==> config.mk <==
export PLATFORM = sky130hd
export DESIGN_NAME = cpu_io_port
export DESIGN_NICKNAME = d
export VERILOG_FILES = /design/src/rtl/io_pkg.sv /design/src/rtl/sync_fifo.sv /design/src/rtl/cpu_io_port.sv
export SDC_FILE = /design/constraint.sdc
export NUM_CORES = 1
export LEC_CHECK = 0
export CAP_MARGIN = 10
export CELL_PAD_IN_SITES_DETAIL_PLACEMENT = 1
export CELL_PAD_IN_SITES_GLOBAL_PLACEMENT = 2
export CORE_ASPECT_RATIO = 0.75
export CORE_MARGIN = 4
export CORE_UTILIZATION = 35
export DETAILED_ROUTE_END_ITERATION = 10
export PLACE_DENSITY = 0.61
export SETUP_SLACK_MARGIN = 0.15
export SYNTH_ARGS = -nofsm -noshare
export SYNTH_HDL_FRONTEND = slang
export SYNTH_SLANG_ARGS = --single-unit
==> constraint.sdc <==
create_clock -name clk -period 5.7 [get_ports clk]
set_input_delay 0.855 -clock clk [delete_from_list [all_inputs] [get_ports clk]]
set_output_delay 0.855 -clock clk [all_outputs]
set_load 0.05 [all_outputs]
==> src/rtl/io_pkg.sv <==
// -----------------------------------------------------------------------------
// io_pkg
// Shared defaults and types for the CPU I/O port peripheral.
//   DEF_WIDTH / DEF_DEPTH : default data width and FIFO depth
//   PTR_W / CNT_W         : pointer and occupancy-count widths for DEF_DEPTH
//   err_flags_t           : sticky error flags raised by the CPU side
// -----------------------------------------------------------------------------
package io_pkg;

  localparam int DEF_WIDTH = 8;
  localparam int DEF_DEPTH = 32;
  localparam int PTR_W     = $clog2(DEF_DEPTH);
  localparam int CNT_W     = PTR_W + 1;

  typedef struct packed {
    logic underflow;  // CPU read while the input queue was empty
    logic overflow;   // CPU write while the output queue was full
  } err_flags_t;

endpackage : io_pkg

==> src/rtl/sync_fifo.sv <==
// -----------------------------------------------------------------------------
// sync_fifo
// Single-clock show-ahead FIFO with an explicit occupancy counter.
//   clk, rst  : clock, synchronous active-high reset (empties the FIFO)
//   push_data : value written when a push is accepted
//   push      : request to enqueue push_data this cycle
//   pop       : request to dequeue the head this cycle (ignored when empty)
//   full      : count == DEPTH
//   empty     : count == 0
//   count     : number of stored entries, 0..DEPTH
//   head      : storage at the read pointer (not masked; caller masks on empty)
// A push while full is accepted only if a pop retires the head in the same
// cycle, so a full FIFO can stream at one entry per clock.
// -----------------------------------------------------------------------------
module sync_fifo #(
  parameter int WIDTH = io_pkg::DEF_WIDTH,
  parameter int DEPTH = io_pkg::DEF_DEPTH
) (
  input  logic                     clk,
  input  logic                     rst,
  input  logic [WIDTH-1:0]         push_data,
  input  logic                     push,
  input  logic                     pop,
  output logic                     full,
  output logic                     empty,
  output logic [$clog2(DEPTH):0]   count,
  output logic [WIDTH-1:0]         head
);

  localparam int PTR_W = $clog2(DEPTH);
  localparam int CNT_W = PTR_W + 1;

  logic [WIDTH-1:0] mem [DEPTH];
  logic [PTR_W-1:0] wr_ptr;
  logic [PTR_W-1:0] rd_ptr;
  logic             push_ok;
  logic             pop_ok;

  // Full/empty come from the counter, so wr_ptr == rd_ptr is never ambiguous.
  assign full    = (count == CNT_W'(DEPTH));
  assign empty   = (count == '0);
  assign pop_ok  = pop & ~empty;
  assign push_ok = push & (~full | pop);

  assign head = mem[rd_ptr];

  // NOTE: all state below is updated with non-blocking assignments so every
  // register samples the pre-edge values; blocking here would race between
  // the count, pointer and memory updates within the same edge.
  always_ff @(posedge clk) begin
    if (rst) begin
      wr_ptr <= '0;
      rd_ptr <= '0;
      count  <= '0;
    end else begin
      // Pointers are exactly PTR_W bits, so they wrap modulo DEPTH.
      if (push_ok) wr_ptr <= wr_ptr + PTR_W'(1);
      if (pop_ok)  rd_ptr <= rd_ptr + PTR_W'(1);
      count <= count + CNT_W'(push_ok) - CNT_W'(pop_ok);
    end
  end

  // NOTE: the storage array is deliberately not reset; a stale entry can
  // never be observed because head is masked by the caller while empty and
  // the counter gates every read.
  always_ff @(posedge clk) begin
    if (!rst && push_ok) mem[wr_ptr] <= push_data;
  end

endmodule : sync_fifo

==> src/rtl/cpu_io_port.sv <==
// -----------------------------------------------------------------------------
// cpu_io_port
// Peripheral on the far side of the CPU I/O interface. A host preloads values
// into the input queue (read by the CPU through cpu_I/cpu_IEnable) and drains
// the output queue (written by the CPU through cpu_O/cpu_OEnable).
//   clk, rst        : clock, synchronous active-high reset
//   host_in_data    : value to enqueue toward the CPU
//   host_in_push    : enqueue host_in_data this cycle
//   host_in_full    : input queue holds DEPTH entries
//   host_in_count   : input queue occupancy
//   host_out_data   : output queue head, 0 when empty
//   host_out_pop    : dequeue output head this cycle
//   host_out_empty  : output queue empty
//   host_out_count  : output queue occupancy
//   cpu_I           : input queue head, 0 when empty
//   cpu_IEnable     : CPU consumes cpu_I this cycle
//   cpu_O           : CPU output value
//   cpu_OEnable     : capture cpu_O this cycle
//   underflow       : sticky, CPU read while input queue empty
//   overflow        : sticky, CPU write dropped because output queue full
// -----------------------------------------------------------------------------
module cpu_io_port
  import io_pkg::*;
#(
  parameter int WIDTH = DEF_WIDTH,
  parameter int DEPTH = DEF_DEPTH
) (
  input  logic                   clk,
  input  logic                   rst,
  input  logic [WIDTH-1:0]       host_in_data,
  input  logic                   host_in_push,
  output logic                   host_in_full,
  output logic [$clog2(DEPTH):0] host_in_count,
  output logic [WIDTH-1:0]       host_out_data,
  input  logic                   host_out_pop,
  output logic                   host_out_empty,
  output logic [$clog2(DEPTH):0] host_out_count,
  output logic [WIDTH-1:0]       cpu_I,
  input  logic                   cpu_IEnable,
  input  logic [WIDTH-1:0]       cpu_O,
  input  logic                   cpu_OEnable,
  output logic                   underflow,
  output logic                   overflow
);

  logic             in_empty;
  logic [WIDTH-1:0] in_head;
  logic             out_full;
  logic [WIDTH-1:0] out_head;
  err_flags_t       flags;

  // Host -> CPU queue. The CPU read strobe is the pop.
  sync_fifo #(
    .WIDTH (WIDTH),
    .DEPTH (DEPTH)
  ) u_in_fifo (
    .clk       (clk),
    .rst       (rst),
    .push_data (host_in_data),
    .push      (host_in_push),
    .pop       (cpu_IEnable),
    .full      (host_in_full),
    .empty     (in_empty),
    .count     (host_in_count),
    .head      (in_head)
  );

  // CPU -> host queue. The CPU write strobe is the push.
  sync_fifo #(
    .WIDTH (WIDTH),
    .DEPTH (DEPTH)
  ) u_out_fifo (
    .clk       (clk),
    .rst       (rst),
    .push_data (cpu_O),
    .push      (cpu_OEnable),
    .pop       (host_out_pop),
    .full      (out_full),
    .empty     (host_out_empty),
    .count     (host_out_count),
    .head      (out_head)
  );

  // Heads depend only on registered pointers/counts, so neither strobe has a
  // combinational path to the data it consumes.
  assign cpu_I         = in_empty       ? '0 : in_head;
  assign host_out_data = host_out_empty ? '0 : out_head;

  // A write into a full queue is only lost when the host is not popping in
  // the same cycle; a read from an empty queue is always an underflow.
  always_ff @(posedge clk) begin
    if (rst) begin
      flags <= '0;
    end else begin
      if (cpu_IEnable && in_empty)                   flags.underflow <= 1'b1;
      if (cpu_OEnable && out_full && !host_out_pop)  flags.overflow  <= 1'b1;
    end
  end

  assign underflow = flags.underflow;
  assign overflow  = flags.overflow;

endmodule : cpu_io_port

; Yosys cells after proc, flatten, opt, wreduce, memory -nomap -nowiden
; Memory sizes are Yosys's and may differ from the RTL's. A register that Yosys moved wholly into a read port is not among the register bits.
; Index checks and enable logic that the tools add are counted.
; Widths: inputs -> output; s select.
[word_totals]
ff_bits = 34
ramBits = 512
inputBits = 22
output_inout_bits = 32
mem_count = 2
[memory_table]
columns = name, depth, word_bits, rd, rd_ports_with_merged_regs, wr, line
row1 = u_in_fifo.mem, 32, 8, 1, 1, 1, sync_fifo.sv:33  ; logic [WIDTH-1:0] mem [DEPTH];
row2 = u_out_fifo.mem, 32, 8, 1, 1, 1, sync_fifo.sv:33
[op_classes]
bitwise_logic = 10
add_sub_neg = 8
reduce_logical = 9
eq_ne = 2
mux = 10
[ops]
columns = cell, count
row1 = $add 5x1->5 const B, 4
row2 = $mux 5, 4
row3 = $mux 8, 2
row4 = $add 6x1->6, 2
row5 = $eq 6x6->1 const B, 2
row6 = $logic_not 6->1, 2
row7 = $sub 6x1->6, 2
row8 = $logic_and 1x1->1, 5
row9 = $and 1x1->1, 4
row10 = $mux 1, 4
row11 = $not 1->1, 4
row12 = $logic_not 1->1, 2
row13 = $or 1x1->1, 2

; Longest topological paths before layout
; Gate-level depths: netlist of the first run.
[logic_depth]
depth_word = 7
depth_mapped = 14

; Modules after synthesis
; From an unflattened synthesis of the first run, not the netlist that was laid out.
[unflattened]
hier_cells = 1267
hier_area_um2 = 22346.4
[by_module_without_submodules]
columns = mod, n_inst, cells_each, area_per_inst_um2
row1 = sync_fifo, 2, 622, 11079.4
row2 = cpu_io_port, 1, 23, 187.7

; Least setup slack after synthesis of the first run
; OpenSTA, ideal clock, no wires.
[synth_timing]
kind = flip-flop to output port
from = register u_in_fifo.count[2]
to = output port cpu_I[5]
n_path_buf = 1
required_time_ns = 4.845
arrival_time_ns = 2.798
path_stages_with_launch = 7
slack_ns = 2.047
cell_sequence = dfxtp_1 -> inv_1 -> ha_1 -> nand4bb_1 -> clkbuf_1 -> o31ai_1 -> a311oi_1
[synth_via]
elab_chain_len = 2
[synth_rtl]
columns = element, line
row1 = start: declaration, sync_fifo.sv:26  ; output logic [$clog2(DEPTH):0] count,
row2 = start signal: assignment, sync_fifo.sv:59  ; count <= count + CNT_W'(push_ok) - CNT_W'(pop_ok);
row3 = $logic_not 6->1, sync_fifo.sv:41  ; assign empty = (count == '0);
row4 = $mux 8, cpu_io_port.sv:86  ; assign cpu_I = in_empty ? '0 : in_head;
row5 = end: declaration, cpu_io_port.sv:38  ; output logic [WIDTH-1:0] cpu_I,
; Every way passes these cells.

==> results of run 1 <==
[power by group through the flow]
stage / combinational (mW) / clock, mW / sequential, mW
floorplan: 1.58 / 0 / 4.80
global placement: 2.20 / 0 / 4.89
detailed placement: 2.21 / 0 / 4.90
CTS: 2.22 / 3.70 / 4.81
global route: 2.38 / 3.88 / 4.84
finish: 2.21 / 3.61 / 4.79
[registers in the layout, summed over array words and instances, names as in the netlist, 5 cells and up, named ones only]
signal and cells:
u_in_fifo.count 6, u_in_fifo.mem 256, u_in_fifo.rd_ptr 5, u_in_fifo.wr_ptr 5
u_out_fifo.count 6, u_out_fifo.mem 256, u_out_fifo.rd_ptr 5, u_out_fifo.wr_ptr 5
[per-layer routing]
layer	vias up	wire length (um)	GRT usage	share of wire
li1	4650	-	-	-
met3	66	2799	0.03034	0.054
met2	240	22270	0.2242	0.43
met4	0	914	0.03672	0.018
met5	-	0	0	0
met1	5794	26090	0.2465	0.50
[path summary, 6_finish.rpt]
| kind | from | endpoint | slack (ps) | cells past startpoint |
|---|---|---|---|---|
| setup / recovery | flip-flop | cpu_I[3] | 1090 | 5 |
| setup reg to reg | u_in_fifo.count[2]$_SDFF_PP0_ | u_in_fifo.count[4]$_SDFF_PP0_ | 2310 | 14 |
| hold reg to reg | u_in_fifo.rd_ptr[1]$_SDFFE_PP0P_ | flip-flop | 500 | 2 |
| hold / removal | u_in_fifo.rd_ptr[1]$_SDFFE_PP0P_ | flip-flop | 500 | 2 |
[cells in the final DEF (no fill, tap or decap), drive strengths merged, types with 8 or more instances in the layout]
cell / count
a21oi: 8
a221oi: 15
buf: 22
clkbuf: 64
clkdlybuf4s50: 52
clkinv: 32
dfxtp: 44
edfxtp: 512
ha: 28
inv: 54
mux2i: 19
mux4: 143
nand2: 23
nor2: 98
o221ai: 15
xor2: 13
[final cells by class]
class	instances	area share
Sequential cell	556	0.6421
Multi-Input combinational cell	451	0.2084
Clock buffer	64	0.05732
Tap cell	810	0.03999
Timing Repair Buffer	74	0.03076
Clock inverter	40	0.01363
Inverter	53	0.007850
[cells by family (layout without fill, tap and decap cells)]
family / count (synthesis) / after routing / share of synthesized area
xor+xnor: 19 / 19 / 0.007562
compound gates: 63 / 63 / 0.02200
simple gates: 176 / 176 / 0.03718
fa+ha+maj: 30 / 30 / 0.01774
buf+inv: 103 / 231 / 0.02132
mux: 163 / 163 / 0.1555
flops: 556 / 556 / 0.7387
[critical path: cells and delay by family (launching register included)]
family	cells	cell delay [ps]
AOI/OAI and AO/OA	2	640
buffers and inverters	2	1070
DFF	1	880
muxes	1	510
==> metrics.md, run 1 <==
| Metric | Value |
|---|---|
| Status | completed |
| WL final | 52070 um |
| CTS tree | done |
| Startpoint Class | flip-flop |
| Final core occ | 0.4076 |
| Clk root buf | clkbuf_16 |
| # clock sinks | 556 |
| P per Cell Area | 418.5 mW/mm2 |
| 1st-pass router iterations | 5 |
| # hold bufs at CTS | 0 |
| Synth top area share | 0.6987 |
| Lkg Pwr | 7.859 nW |
| Commonest cells post-synth | edfxtp_1 (512), mux4_2 (143), nor2_1 (98), inv_1 (53), dfxtp_1 (44) |
| Combinational Power Share | 0.208 |
| Switching pwr | 3.065 mW |
| Fmax | 0.2168 GHz |
| Clock Latency Late Sink | 620 ps |
| # Max-Cap Violations | 0 |
| Crit-path slowest cell | dfxtp_4 |
| Die Area | 0.06699 mm2 |
| Min Tclk post-route | 4612 ps |
| Die Span Y | 225.2 um |
| Layout area overhead | 15.17% |
| FFs w/ async S/R, synth | 0 |
| Multi-input logic area | 0.005281 mm2 |
| Largest stage delay, worst path | 880 ps |
| Diode count | 0 |
| Final total power | 10.61 mW |
| Most frequent cell after synthesis | edfxtp_1 |
| Effective utilization at floorplan | 0.3539 |
| Dpl cells | 1939 |
| Remaining Overflow, GRT | 0 |
| Post-cts resize count | 0 |
| GR Util All Layers | 0.1565 |
| Max Buffers Root-to-Sink | 3 |
| Port Buf Inserts | 53 |
| Sequential power share | 0.452 |
| Slew margin rel. | 0.1624 |
| Cell count after synthesis | 1110 |
| Largest cells by area after synthesis | edfxtp_1 (70%), mux4_2 (15%), dfxtp_1 (4.0%), nor2_1 (1.7%), ha_1 (1.6%) |
| Register area share after synthesis | 0.7387 |
| Primary FF master, synth | edfxtp_1 |
| Drt drc | 0 |
| Hold Crit Class | reg2reg |
| Register area | 0.01627 mm2 |
| DP Wirelength | 33070 um |
| Core ar. | 0.06217 mm2 |
| Rows | 79 |
| CP max FO | 48 |
| CTS Buf Count | 57 |
| Int Power | 7.542 mW |
| Setup Crit Path Kind | reg2out |
| Synth warn | 0 |
| Final hold violations | 0 |
| Worst-Margin Slew | 1252 ps |
| #FFs+latches synth | 556 |
| Sw frac | 0.2889 |
| Die Wd | 297.5 um |
| Setup Fix Bufs, Post-CTS | 0 |
| CP arrival | 3760 ps |
| Synth area leader | edfxtp_1 |
| Fillers | 5905 |
| Via/cell ratio | 5.249 |
| Design Area, Final | 0.02534 mm2 |
| Skew final | 33.21 ps |
| Fin cells | 2048 |
| CP endpoint kind | output pin |
| Largest net degree at the start of global routing | 49 |
| Setup TNS | 0 ps |
| Min Hold Slack | 497.8 ps |
| Syn_nets | 1162 |
| Yosys cell types | 46 |
| Placed cell areas | 0.02344 mm2 |
| Post-synth EDFFs | 512 |
| I/O pins | 54 |
| Post-route clock period utilization | 0.8092 |
| Clk pwr share | 0.340 |
| Mapped Area | 0.02201 mm2 |
| Final setup margin | 1088 ps |
| First DRT Iteration DRCs | 939 |
| Place WS | 1587 ps |
| Reg clk slew, reported paths | 60 ps |
| Final setup vio count | 0 |
| Initial antenna violation count | 0 |
| Layout net count | 1245 |
| Vias in the first global route | 11.40k |
| Vias | 10.75k |
| Critical path required time | 4850 ps |
| First-pass GRT wire length | 77740 um |
| Htree depth | 2 |
| Unrepaired setup endpoints after global routing | false |
| Worst vdd ir | 0.2395 mV |
| Slew Viols, Final | 0 |
| Mean routed wirelength per cell | 25.42 um |
| Share of layout cells above drive strength 1 | 0.2100 |
| ANT nets after route | 0 |
| Worst path cell trace | buf_4 > mux4_2 > o221ai_1 > a221oi_1 > clkdlybuf4s50_1 |
| Mean post-synth cell area | 19.83 um2 |
| GPL Wtd Cong | 0.7319 |
Note: power is estimated with default switching activity, not from simulation.
==> run 2, diff against run 1 <==
PLACE_DENSITY = 0.64   (was 0.61)
clock period = 3.9 ns   (was 5.7 ns; I/O delays follow)
==> run 2 against run 1 <==
Effect of this change:
- critical path depth unchanged
- sequential share of layout area decreased by 1.9 points
- clock-buffer cell count increased by 1
- sequential power increased by 43%
- highest routed layer unchanged
==> metrics.md, run 2 (same netlist as run 1, synthesis figures left out) <==
| Metric | Value |
|---|---|
| CTS Buf Count | 55 |
| Combinational Power Share | 0.231 |
| Crit-path slowest cell | mux4_2 |
| First-pass GRT wire length | 79140 um |
| Worst r2r src | u_in_fifo.count[2]$_SDFF_PP0_ |
| Core ar. | 0.06217 mm2 |
| Clk root buf | clkbuf_16 |
| Lkg Pwr | 8.378 nW |
| Unrepaired setup endpoints after global routing | true |
| Die Span Y | 225.2 um |
| Min Hold Slack | 499.4 ps |
| # hold bufs at CTS | 0 |
| Worst path cell trace | buf_6 > mux4_2 > o221ai_1 > a221oi_1 > dlygate4sd2_1 |
| Die Area | 0.06699 mm2 |
| CP endpoint kind | output pin |
| Fin cells | 2134 |
| Regs by FF count | u_in_fifo.mem (256), u_out_fifo.mem (256) |
| Remaining Overflow, GRT | 0 |
| Dpl cells | 2023 |
| Skew final | 11.74 ps |
| Mean routed wirelength per cell | 24.72 um |
| Htree depth | 2 |
| Setup TNS | 0 ps |
| DP Wirelength | 34070 um |
| Switching pwr | 4.549 mW |
| 1st-pass router iterations | 5 |
| WL final | 52740 um |
| Vias | 10.96k |
| Die Wd | 297.5 um |
| Design Area, Final | 0.02612 mm2 |
| Startpoint Class | flip-flop |
| Placed cell areas | 0.02417 mm2 |
| Rows | 79 |
| Reg clk slew, reported paths | 60 ps |
| Largest stage delay, worst path | 550 ps |
| Clock Latency Late Sink | 600 ps |
| Hold Crit Class | reg2reg |
| Worst vdd ir | 0.3211 mV |
| P per Cell Area | 603.3 mW/mm2 |
| Sequential power share | 0.434 |
| Status | completed |
| # clock sinks | 556 |
| Final setup margin | 282.0 ps |
| Int Power | 11.21 mW |
| Layout net count | 1330 |
| CP max FO | 17 |
| Hold path startpoint | underflow$_SDFFE_PP0P_ |
| Place WS | 491.4 ps |
| Final hold violations | 0 |
| Setup Crit Path Kind | reg2out |
| Most frequent cells in the layout | edfxtp_1 (512), mux4_2 (143), nor2_1 (98), buf_4 (98), clkbuf_16 (56) |
| Final setup vio count | 0 |
| Via/cell ratio | 5.135 |
| Share of layout cells above drive strength 1 | 0.2698 |
| Largest net degree at the start of global routing | 41 |
| First DRT Iteration DRCs | 885 |
| Initial antenna violation count | 1 |
| Min Tclk post-route | 3618 ps |
| Sw frac | 0.2887 |
| Port Buf Inserts | 53 |
| Worst-Margin Slew | 1101 ps |
| I/O pins | 54 |
| Slew margin rel. | 0.2636 |
| CTS tree | done |
| CP top delay family | buffers and inverters |
| GPL Wtd Cong | 0.7544 |
| Vias in the first global route | 11.67k |
| Critical path required time | 3310 ps |
| Post-route clock period utilization | 0.9277 |
| Slew Viols, Final | 0 |
| Fmax | 0.2764 GHz |
| # Max-Cap Violations | 0 |
| Most common cell after layout, fill and taps aside | edfxtp_1 |
| Layout area overhead | 18.69% |
| Worst path bufs/invs | 2 |
| CP arrival | 3030 ps |
| GR Util All Layers | 0.1589 |
| Max Buffers Root-to-Sink | 3 |
| ANT nets after route | 0 |
| Drt drc | 0 |
| Effective utilization at floorplan | 0.3539 |
| Clk pwr share | 0.335 |
==> run 2: changes by cell type in the layout (fill, tap and decap cells not counted), sizes merged <==
cell | before | now
clkbuf | 64 | 68
dlygate4sd2 | 0 | 5
inv | 54 | 58
clkinv | 32 | 23
buf | 22 | 116
diode | 0 | 1
clkdlybuf4s50 | 52 | 36
dlygate4sd1 | 0 | 1
bufinv | 4 | 6
==> run 2: timing repair <==
action,CTS,global route
resized for setup,9,14
setup endpoints to repair,12,7
setup buffers,3,0
cloned,0,0
==> run 2: cell type report <==
class | instances | area, um2
Clock buffer | 65 | 1414
Clock inverter | 37 | 362.8
Tap cell | 810 | 1013
Timing Repair Buffer | 161 | 1550
Multi-Input combinational cell | 451 | 5304
Antenna cell | 1 | 2.502
Sequential cell | 556 | 16270
Fill cell | 5857 | 36050
Inverter | 53 | 198.9
==> run 2: routing by layer <==
metal  up-vias  part of all wire  global-route usage  wire (um)
met5         -                 0                   0          0
met4         0             0.015             0.03750        792
met3        55             0.064             0.03785       3361
met2       253              0.43              0.2251      22530
met1      5828              0.49              0.2478      26060
li1       4823                 -                   -          -
==> run 2: path summary, 6_finish.rpt <==
kind	to	slack, ps	cells past startpoint
worst max-delay path	cpu_I[0]	280	5
worst min register to register	underflow$_SDFFE_PP0P_	500	2
worst min-delay path	underflow$_SDFFE_PP0P_	500	2
worst max register to register	u_in_fifo.count[4]$_SDFF_PP0_	990	15
==> run 2: power by group through the flow <==
stage	clock (mW)	sequential, mW	combinational (mW)
finish	5.28	6.84	3.64
global route	5.70	6.87	3.95
CTS	5.42	6.85	3.67
detailed placement	0	7.01	3.64
global placement	0	7.01	3.59
floorplan	0	7.02	2.30
==> run 2: tightest hold or removal path: cells and delay by family (launching register included) <==
family           cells  cell delay (ps)
flip-flops           1              330
AND/OR/NAND/NOR      2              130
==> run 2: through the flow <==
step | utilization | power [mW]
after CTS | 0.4176 | 15.95
final | 0.4201 | 15.76
after detailed placement | 0.3888 | 10.65
after global routing | 0.4201 | 16.52
after global placement | 0.3888 | 10.60
after floorplan | - | 9.320
==> run 3, diff against run 2 <==
CTS_BUF_LIST = sky130_fd_sc_hd__clkbuf_2 sky130_fd_sc_hd__clkbuf_4 sky130_fd_sc_hd__clkbuf_8   (was not set)
PLACE_DENSITY = 0.61   (was 0.64)
clock period = 4.3 ns   (was 3.9 ns; I/O delays follow)
==> run 3 against run 2 <==
Effect of this change:
- hold slack got worse by 130 ps
- global-route usage rose by 0.60 points
- first-iteration DRC count rose by 7.6%
- via count rose by 3.3%
- worst setup slack improved by 41 ps
- largest cell class unchanged
- clock-buffer cell count is 50 higher
- final cell count increased by 2.6%
- clock skew grew 13 ps
- highest routed layer unchanged
- flip-flop and latch count is the same
- cell area fell by 0.54%
==> metrics.md, run 3 (same netlist as run 1, synthesis figures left out) <==
| Metric | Value |
|---|---|
| Fillers | 5938 |
| Layout net count | 1358 |
| Port Buf Inserts | 53 |
| Fmax | 0.2514 GHz |
| Regs by FF count | u_in_fifo.mem (256), u_out_fifo.mem (256) |
| Max Buffers Root-to-Sink | 3 |
| Slew Viols, Final | 0 |
| Worst-Margin Slew | 1213 ps |
| Clk root buf | clkbuf_8 |
| Final total power | 13.91 mW |
| Share of layout cells above drive strength 1 | 0.2872 |
| CTS tree | done |
| Worst vdd ir | 0.3043 mV |
| Final core occ | 0.4178 |
| Mean routed wirelength per cell | 25.00 um |
| Vias | 11.33k |
| WL final | 54730 um |
| Die Wd | 297.5 um |
| Final hold violations | 0 |
| Htree depth | 3 |
| Min-Delay Path Depth | 2 |
| First DRT Iteration DRCs | 952 |
| Final setup vio count | 0 |
| Design Area, Final | 0.02598 mm2 |
| Startpoint Class | flip-flop |
| I/O pins | 54 |
| 1st-pass router iterations | 4 |
| Post-route clock period utilization | 0.9250 |
| Setup Crit Path Kind | reg2out |
| Placed cell areas | 0.02406 mm2 |
| Switching pwr | 4.106 mW |
| Setup TNS | 0 ps |
| First-pass GRT wire length | 80850 um |
| Unrepaired setup endpoints after global routing | false |
| Min Tclk post-route | 3977 ps |
| CP endpoint kind | output pin |
| GPL Wtd Cong | 0.7691 |
| Worst r2r src | u_in_fifo.count[3]$_SDFF_PP0_ |
| Die Span Y | 225.2 um |
| Hold Crit Class | in2reg |
| Via/cell ratio | 5.174 |
| Rows | 79 |
| Hold path startpoint | rst |
| Most common cell after layout, fill and taps aside | edfxtp_1 |
| Slew margin rel. | 0.1891 |
| Status | completed |
| Int Power | 9.806 mW |
| Die Area | 0.06699 mm2 |
| # hold bufs at CTS | 0 |
| Effective utilization at floorplan | 0.3539 |
| Vias in the first global route | 11.87k |
| ANT nets after route | 0 |
| Final setup margin | 322.6 ps |
| Lkg Pwr | 8.419 nW |
| Dpl cells | 2017 |
| # Max-Cap Violations | 0 |
| Reg clk slew, reported paths | 60 ps |
| Layout area overhead | 18.05% |
| Core ar. | 0.06217 mm2 |
| # clock sinks | 556 |
| DP Wirelength | 35630 um |
| Place WS | 768.4 ps |
| Largest net degree at the start of global routing | 37 |
| Sequential power share | 0.445 |
| CP arrival | 3330 ps |
| Drt drc | 0 |
| CP max FO | 15 |
| CTS Buf Count | 91 |
| Most frequent cells in the layout | edfxtp_1 (512), mux4_2 (143), nor2_1 (98), clkbuf_8 (91), buf_4 (89) |
| Critical path required time | 3650 ps |
| Fin cells | 2189 |
| Combinational Power Share | 0.229 |
| P per Cell Area | 535.5 mW/mm2 |
| Min Hold Slack | 372.9 ps |
| Initial antenna violation count | 1 |
| Remaining Overflow, GRT | 0 |
| Skew final | 25.24 ps |
| Path depth of the worst reg2reg path | 15 |
| Diode count | 0 |
| Clock Latency Late Sink | 670 ps |
| GR Util All Layers | 0.1650 |
| Clk pwr share | 0.326 |
| Sw frac | 0.2951 |
run 3: cell types whose count changed in the layout (fill, tap and decap cells not counted), moves of 5 or more:
cell	delta
buf_12	-7
buf_4	-9
clkbuf_1	-10
clkbuf_16	-54
clkbuf_4	+24
clkbuf_8	+91
clkinv_1	+12
clkinv_2	+7
dlymetal6s2s_1	+5
run 3: path summary, 6_finish.rpt:
path                                                 endpoint  slack, ps
worst max-delay path                                 cpu_I[0]        320
worst min-delay path            u_in_fifo.count[1]$_SDFF_PP0_        370
worst max register to register  u_in_fifo.count[4]$_SDFF_PP0_        960
worst min register to register         underflow$_SDFFE_PP0P_        480
run 3: routing by layer:
layer | share of wire | vias to the layer above | global-route usage
met5 | 0 | - | 0
met4 | 0.017 | 0 | 0.03844
met3 | 0.058 | 73 | 0.03910
met2 | 0.43 | 301 | 0.2338
met1 | 0.50 | 6060 | 0.2572
li1 | - | 4892 | -
run 3: final cells by class:
class,instances,area (um2),share of cell area
well taps,810,1013,0.03901
multi-input cells,451,5286,0.2035
flip-flops and latches,556,16270,0.6264
inverters,53,198.9,0.007658
clock buffers,115,1433,0.05515
clock inverters,51,344.1,0.01324
repair buffers,153,1431,0.05510
run 3: timing repair:
action | 4_1_cts | 5_1_grt
setup buffers | 1 | 0
gates resized for setup | 9 | 5
endpoints found under the setup margin | 10 | 5
run 3: critical path, stage by stage, from the launching register on:
cell	delay, ps
dfxtp_4	520
buf_12	210
mux4_2	530
mux4_2	500
inv_1	80
a221oi_1	80
clkdlybuf4s50_1	740
run 3: power groups by stage:
| stage | clock network, mW | registers (mW) | logic, mW |
|---|---|---|---|
| 3_3_place_gp | 0 | 6.32 | 3.20 |
| 5_1_grt | 4.97 | 6.22 | 3.43 |
| 6_report | 4.54 | 6.19 | 3.18 |
| 3_5_place_dp | 0 | 6.33 | 3.22 |
| 4_1_cts | 4.71 | 6.20 | 3.23 |
| 2_1_floorplan | 0 | 6.36 | 2.09 |
